File: config.mk
export PLATFORM = sky130hd
export DESIGN_NAME = lsu
export DESIGN_NICKNAME = d
export VERILOG_FILES = /design/src/rtl/lsu_pkg.sv /design/src/rtl/lsu_check.sv /design/src/rtl/lsu.sv
export SDC_FILE = /design/constraint.sdc
export NUM_CORES = 1
export LEC_CHECK = 0
export BUFFER_PORTS_ARGS = -buffer_cell sky130_fd_sc_hd__buf_2
export CAP_MARGIN = 20
export CORE_ASPECT_RATIO = 0.7
export CORE_UTILIZATION = 42
export CTS_CLUSTER_DIAMETER = 80
export DETAILED_ROUTE_END_ITERATION = 8
export GPL_TIMING_DRIVEN = 0
export PLACE_DENSITY = 0.77
export SLEW_MARGIN = 10
export SYNTH_ARGS = -nofsm -noshare
export SYNTH_HDL_FRONTEND = slang
export SYNTH_SLANG_ARGS = --single-unit
File: constraint.sdc
create_clock -name clk -period 1.3 [get_ports clk]
set_input_delay 0.13 -clock clk [delete_from_list [all_inputs] [get_ports clk]]
set_output_delay 0.13 -clock clk [all_outputs]
set_load 0.05 [all_outputs]
File: src/rtl/lsu_pkg.sv
// Shared types and constants for the load/store unit: FSM states, RISC-V
// load/store funct3 encodings, memory addressing modes and the funct3 legality rule.
package lsu_pkg;

  typedef enum logic [1:0] {
    S_IDLE   = 2'd0,
    S_ACCESS = 2'd1,
    S_RESP   = 2'd2
  } lsu_state_t;

  localparam logic [2:0] F3_B  = 3'b000;
  localparam logic [2:0] F3_H  = 3'b001;
  localparam logic [2:0] F3_W  = 3'b010;
  localparam logic [2:0] F3_BU = 3'b100;
  localparam logic [2:0] F3_HU = 3'b101;

  localparam logic [1:0] AC_BYTE = 2'b00;
  localparam logic [1:0] AC_HALF = 2'b01;
  localparam logic [1:0] AC_WORD = 2'b10;

  // Stores have no unsigned variants; loads reject the unused encodings.
  function automatic logic f3_illegal(input logic we, input logic [2:0] f3);
    if (we) return f3[2] || (f3 == 3'b011);
    return (f3 == 3'b011) || (f3 == 3'b110) || (f3 == 3'b111);
  endfunction

endpackage

File: src/rtl/lsu_check.sv
// Combinational request legality check. Misaligned half/word accesses fault only
// when LSU_MISALIGN_TRAP_EN is defined; otherwise the memory handles them.
module lsu_check
  import lsu_pkg::*;
(
  input  logic       we_i,
  input  logic [2:0] funct3_i,
  input  logic [1:0] addr_lo_i,
  output logic       fault_o
);

  logic misalign;

`ifdef LSU_MISALIGN_TRAP_EN
  always_comb begin
    misalign = 1'b0;
    case (funct3_i[1:0])
      AC_HALF: misalign = addr_lo_i[0];
      AC_WORD: misalign = |addr_lo_i;
      default: misalign = 1'b0;
    endcase
  end
`else
  logic unused_addr_lo;
  assign unused_addr_lo = ^addr_lo_i;
  assign misalign       = 1'b0;
`endif

  assign fault_o = f3_illegal(we_i, funct3_i) || misalign;

endmodule

File: src/rtl/lsu.sv
// Load/store unit: one request at a time, a single memory access cycle, then a
// held response. Optional misalignment trapping via LSU_MISALIGN_TRAP_EN.
module lsu
  import lsu_pkg::*;
#(
  parameter int DATA_WIDTH = 32
) (
  input  logic                  clk,
  input  logic                  rst,
  // valid/ready: a transfer happens on a rising edge where both valid and ready
  // are high; the sender holds its payload stable while valid is high and ready low.
  input  logic                  req_valid,
  output logic                  req_ready,
  input  logic                  req_we,
  input  logic [2:0]            req_funct3,
  input  logic [DATA_WIDTH-1:0] req_addr,
  input  logic [DATA_WIDTH-1:0] req_wdata,
  output logic                  resp_valid,
  input  logic                  resp_ready,
  output logic [DATA_WIDTH-1:0] resp_rdata,
  output logic                  resp_fault,
  output logic [DATA_WIDTH-1:0] mem_A,
  output logic                  mem_WE,
  output logic [2:0]            mem_AddressingControl,
  output logic [DATA_WIDTH-1:0] mem_WD,
  input  logic [DATA_WIDTH-1:0] mem_RD,
  output lsu_state_t            dbg_state
);

  lsu_state_t            state_q,  state_d;
  logic                  we_q,     we_d;
  logic [2:0]            funct3_q, funct3_d;
  logic [DATA_WIDTH-1:0] addr_q,   addr_d;
  logic [DATA_WIDTH-1:0] wdata_q,  wdata_d;
  logic [DATA_WIDTH-1:0] rdata_q,  rdata_d;
  logic                  fault_q,  fault_d;

  logic req_fault;
  logic accept;
  logic take_req;

  lsu_check u_check (
    .we_i      (req_we),
    .funct3_i  (req_funct3),
    .addr_lo_i (req_addr[1:0]),
    .fault_o   (req_fault)
  );

  assign req_ready = !rst && ((state_q == S_IDLE) || ((state_q == S_RESP) && resp_ready));
  assign accept    = req_valid && req_ready;

  always_comb begin
    state_d  = state_q;
    we_d     = we_q;
    funct3_d = funct3_q;
    addr_d   = addr_q;
    wdata_d  = wdata_q;
    rdata_d  = rdata_q;
    fault_d  = fault_q;
    take_req = 1'b0;

    case (state_q)
      S_IDLE: begin
        if (accept) take_req = 1'b1;
      end
      S_ACCESS: begin
        rdata_d = we_q ? '0 : mem_RD;
        fault_d = 1'b0;
        state_d = S_RESP;
      end
      S_RESP: begin
        if (resp_ready) begin
          if (accept) take_req = 1'b1;
          else        state_d  = S_IDLE;
        end
      end
      default: state_d = S_IDLE;
    endcase

    // Faulting requests skip the memory cycle and respond immediately.
    if (take_req) begin
      we_d     = req_we;
      funct3_d = req_funct3;
      addr_d   = req_addr;
      wdata_d  = req_wdata;
      rdata_d  = '0;
      fault_d  = req_fault;
      state_d  = req_fault ? S_RESP : S_ACCESS;
    end
  end

  always_ff @(posedge clk) begin
    if (rst) begin
      state_q  <= S_IDLE;
      we_q     <= 1'b0;
      funct3_q <= '0;
      addr_q   <= '0;
      wdata_q  <= '0;
      rdata_q  <= '0;
      fault_q  <= 1'b0;
    end else begin
      state_q  <= state_d;
      we_q     <= we_d;
      funct3_q <= funct3_d;
      addr_q   <= addr_d;
      wdata_q  <= wdata_d;
      rdata_q  <= rdata_d;
      fault_q  <= fault_d;
    end
  end

  assign resp_valid            = (state_q == S_RESP);
  assign resp_rdata            = rdata_q;
  assign resp_fault            = fault_q;
  assign mem_A                 = addr_q;
  assign mem_WD                = wdata_q;
  assign mem_AddressingControl = funct3_q;
  assign mem_WE                = (state_q == S_ACCESS) && we_q && !rst;
  assign dbg_state             = state_q;

endmodule

# Word level (Yosys, flattened, before mapping)
# Cells that the tools add are included.
# totals
register_bits	103
inputBits	104
out_inout_bits	105
# op_classes
n_eq_ne	8
muxes	14
n_reduce_logical	14
# ops
cell	count
32-bit 2-to-1 mux	1
2-bit 2-to-1 mux	4
1-bit 2-to-1 mux	7
3-bit equality test, second input constant	2
2-bit one-hot mux with 3 select lines	1
1-bit logical AND	5
1-bit logical OR	4
3-bit by 2-bit equality test with 1-bit output, second input constant	1
3-bit by 1-bit inequality test with 1-bit output, second input constant	1
3-bit by 2-bit inequality test with 1-bit output, second input constant	1
3-bit AND reduction	1
2-bit by 1-bit equality test with 1-bit output, second input constant	1
2-bit equality test, second input constant	1
2-bit zero test	1
2-bit inequality test, second input constant	1
1-bit one-hot mux with 2 select lines	1
2-bit nonzero test	1
2-bit OR reduction	1
1-bit zero test	1

# Longest topological paths before layout
# depth
ltp_word	10
ltp_mapped	6
ltp_nobuf	3

# By module
# A second synthesis with hierarchy kept.
# hier_totals
cells_unflattened	474
area_unflattened_um2	4120.2
# by_module_without_submodules
module	n_inst	cells_each	area_per_inst_um2
lsu	1	471	4107.7
lsu_check	1	3	12.5

# Worst setup path after synthesis
# No wires, ideal clock.
# synth_path
path_type	reg2reg
from	reg state_q[0], in the netlist dbg_state[0]
to	reg state_q[0], in the netlist dbg_state[0]
setup_ns	0.064
arrival_ns	2.060
required_ns	1.236
path_slack_ns	-0.824
path_stages_with_launch	6
period_less_slack_ns	2.124
cell_sequence	dfxtp_1 or2_1 buf_2 buf_6 nor2_1 and4_1
# synth_via
elab_chain_cells	10
word_cells_on_any_way	16
# synth_lines
element	line_no	rtl
from (decl)	lsu.sv:30	lsu_state_t state_q, state_d;
from (signal assigned)	lsu.sv:102	state_q <= state_d;
2-bit equality test	lsu.sv:49	assign req_ready = !rst && ((state_q == S_IDLE) || ((state_q == S_RESP) && resp_ready));
1-bit logical AND	lsu.sv:49	
1-bit logical OR (*)	lsu.sv:49	
1-bit logical AND (*)	lsu.sv:49	
net req_ready	lsu.sv:13	output logic req_ready,
1-bit logical AND (*)	lsu.sv:50	assign accept = req_valid && req_ready;
1-bit 2-to-1 mux	lsu.sv:64, lsu.sv:73	
1-bit 2-to-1 mux	lsu.sv:72	if (resp_ready) begin
1-bit one-hot mux with 2 select lines	lsu.sv:62	case (state_q)
3-bit by 2-bit inequality test with 1-bit output (no line) (tied with other cells)	--	
3-bit AND reduction (no line)	--	
# Mark *: on every way through the listed nets, which the timed path passes. The rest lies on a longest branch.
# A chain may end at the register's enable or synchronous reset.

# Worst setup path after layout
# layout_path
from	reg state_q[0], in the netlist dbg_state[0]
to	out req_ready
# layout_via
elab_chain_cells	4
word_cells_on_any_way	5
# layout_lines
element	line_no
2-bit equality test	lsu.sv:49
1-bit logical AND	lsu.sv:49
1-bit logical OR (*)	lsu.sv:49
1-bit logical AND (*)	lsu.sv:49
to (decl)	lsu.sv:13
# Every way passes the cells marked *; elsewhere a longest branch is shown, timed or not.

==> metrics.md <==
| Metric | Value |
|---|---|
| Violated checks | `negative setup slack` |
| Leakage | `2.87 nW` |
| Post-synthesis mux area share | `0%` |
| Metal2 WL | `8.59 mm` |
| Total wire length | `17.2 mm` |
| Die width | `~120 µm` |
| Via density | `roughly 6` |
| Uppermost layer routed | `met4` |
| Crit Path Class | `flip-flop to primary output` |
| Clk sinks | `103` |
| Hold Fails Final Rpt | `0` |
| Share of cells above drive strength 1 | `around 57%` |
| Rel. slew slack | `approximately two fifths` |
| Post-Synth Adder-Cell Area | `0%` |
| HP Class | `input pin to flip-flop` |
| CTS Hold Bufs | `0` |
| Placed cell areas | `approximately 5500 µm²` |
| Fin nets | `between 800 and 900` |
| Xor/xnor share of the synthesized area | `0%` |
| FILL cells | `669` |
| Vias | `~5200` |
| Largest area contributor in the synthesized netlist | `dfxtp_1` |
| N_diodes | `0` |
| Final slew viol count | `0` |
| Num CTS Buffers | `9` |
| Final HPWL DP | `9.94 mm` |
| Post-synth top cells | `103 x a21oi_1, 103 x dfxtp_1, 68 x nand4_1, 68 x o31ai_1, 39 x clkbuf_1` |
| # port buffers | `approximately 210` |
| Rows | `30` |
| Starting Density | `around 44%` |
| Main combinational cell family by area after synthesis | `compound AO/OA/AOI/OAI gates` |
| Syn_nets | `around 600` |
| Routed wl met3 | `around 1.1 mm` |
| Max-cap violation count | `0` |
| Minimum clock period | `1.51 ns` |
| Die area | `between 10000 and 15000 µm²` |
| Netlist cell types | `24` |
| Clk slew on worst S/H paths | `0.07 ns` |
| Syn_area_per_cell | `between 8 and 9 µm²` |
| Post-route DRC | `0` |
| Number of synthesized flops with an enable pin | `0` |
| Pwr per Cell Area | `~1100 nW/µm²` |
| Core Region | `9800 µm²` |
| Final setup vio count | `between 100 and 150` |
| Synth top area share | `48.2%` |
| Sequential area share after synthesis | `between 40% and 50%` |
| Initial antenna violation count | `0` |
| Clock Latency Late Sink | `between 0.3 and 0.4 ns` |
| Synth Register Bits | `roughly 100` |
| Final Cell Area | `7490 µm²` |
| Critical path capture point type | `primary output` |
| Worst EP required | `between 1 and 1.5 ns` |
| Main synth FF type | `dfxtp_1` |
| CTS tree | `yes` |
| Final period util | `116%` |
| IO Count | `around 210` |
| Largest net degree at the start of global routing | `19` |
| RSZ-0062 raised after global routing | `yes` |
| Number of nets with antenna violations after routing | `0` |
| Tot GR Track Use | `between 20% and 30%` |
| Slew @ Worst Pin | `between 0.8 and 0.9 ns` |
| Area Growth Syn to Fin | `74.9%` |
| Die height | `around 86 µm` |
| Worst setup margin | `-0.208 ns` |
| H-tree levels | `3` |
| Iter 0 DRT Violations | `about 350` |
| RD Place Congestion | `between 0.8 and 0.9` |
| First-pass GRT wire length | `23.3 mm` |
| Grt total ovfl | `0` |
| Total iterations of the first detailed-routing run | `5` |
| Async set-reset flop share out of synthesis | `0%` |
| Run status | `finished, violations left` |
| Synth area leaders | `dfxtp_1 48%, a21oi_1 12%, o31ai_1 12%` |
| Mapped Cells | `between 400 and 500` |
| Max clock buf depth | `2` |
| Peak fanout along the critical path | `4` |
| Vias in the first global route | `around 4500` |
| Max IR drop VDD | `roughly 0.9 mV` |
| Wl on met1 | `approximately 7.3 mm` |
| CP Launch Type | `flip-flop` |
| Post-synthesis simple-gate area fraction | `approximately a fifth` |
| Crit path arrival time | `between 1 and 1.5 ns` |
| Fmax | `around 0.66 GHz` |
| Skew final | `approximately 0.0032 ns` |
| Compound-Gate Fraction of Synth Area | `between 20% and 30%` |
| Pre-CTS WS | `-0.363 ns` |
| Mapped cell area | `4280 µm²` |
| WL/cell | `around 20 µm` |
| Synth warnings | `0` |
| Root buf cell | `clkbuf_16` |
-- where the power goes --
group / switching [mW] / internal [mW]
clock network: 1.30 / 1.33
logic: 1.29 / 0.728
registers: 0.115 / 3.28
-- registers in the layout, summed over array words and instances, names as in the netlist --
signal,count
mem_AddressingControl,3
resp_rdata,32
mem_WD,32
we_q,1
resp_fault,1
mem_A,32
dbg_state,2
-- path summary, 6_finish.rpt --
check | start | to | slack, ns | cells past startpoint
max | dbg_state[0]$_SDFFE_PP0P_ | req_ready | -0.21 | 4
min | req_addr[16] | mem_A[16]$_SDFFE_PP0P_ | 0.04 | 3
max reg2reg | dbg_state[1]$_SDFFE_PP0P_ | resp_rdata[29]$_SDFFE_PP0P_ | -0.19 | 7
min reg2reg | resp_rdata[23]$_SDFFE_PP0P_ | resp_rdata[23]$_SDFFE_PP0P_ | 0.46 | 2
-- per-layer routing --
| layer | up-vias | global-route usage (%) |
|---|---|---|
| li1 | 2357 | - |
| met1 | 2625 | 38.1 |
| met2 | 237 | 45.7 |
| met3 | 21 | 5.53 |
| met4 | 0 | 6.21 |
| met5 | - | 0 |
-- stage by stage --
stage | util, % | TNS, ns | hold slack, ns | power [mW] | instances
finish | 76.4 | -11.17 | 0.0367 | 8.04 | 869
CTS | 69.1 | -13.46 | 0.0266 | 7.73 | 862
global placement | 56.4 | -21.53 | 0.386 | 4.78 | 826
floorplan | - | -2.04 | 0.280 | 4.36 | 492
detailed placement | 56.4 | -21.62 | 0.392 | 4.81 | 826
global route | 76.4 | -14.65 | 0.0378 | 8.31 | 869
-- cells in the final DEF (no fill, tap or decap), types with 3 or more instances in the layout --
master	instances
clkbuf_1	18
o31ai_4	45
clkbuf_2	6
o31ai_2	24
a21oi_2	45
buf_16	3
buf_8	9
clkbuf_4	5
buf_4	13
nand3b_1	32
nand2_1	33
clkbuf_16	14
nand4_1	68
buf_2	211
dfxtp_1	100
buf_12	12
buf_6	18
a21oi_1	58
nor2b_4	3
-- what timing repair did --
| action | in CTS | in global routing |
|---|---|---|
| setup buffers | 15 | 5 |
| cloned | 6 | 4 |
| pin swaps | 33 | 47 |
| resized for setup | 185 | 130 |
| setup endpoints to repair | 103 | 106 |
-- critical path, cell delays in order (launching register included) --
cell and delay, ns:
dfxtp_4 0.36, or2_4 0.26, buf_8 0.13, nor2_4 0.12, buf_6 0.17
-- cell type report --
cell class / instances / area, µm² / area share, %
clock buffers: 9 / 225 / 3.01
flip-flops and latches: 103 / 2070 / 27.7
repair buffers: 236 / 1470 / 19.6
plain buffers: 65 / 619 / 8.27
inverters: 2 / 7.51 / 0.100
multi-input cells: 319 / 2880 / 38.4
clock inverters: 7 / 57.6 / 0.769
well taps: 128 / 160 / 2.14
-- kinds of logic (layout without fill, tap and decap cells) --
logic type,Yosys count,count (layout)
AO/OA/AOI/OAI,176,176
AND/OR/NAND/NOR,143,143
flip-flops,103,103
buffers and inverters,70,319
Note: power is estimated with default switching activity, not from simulation.
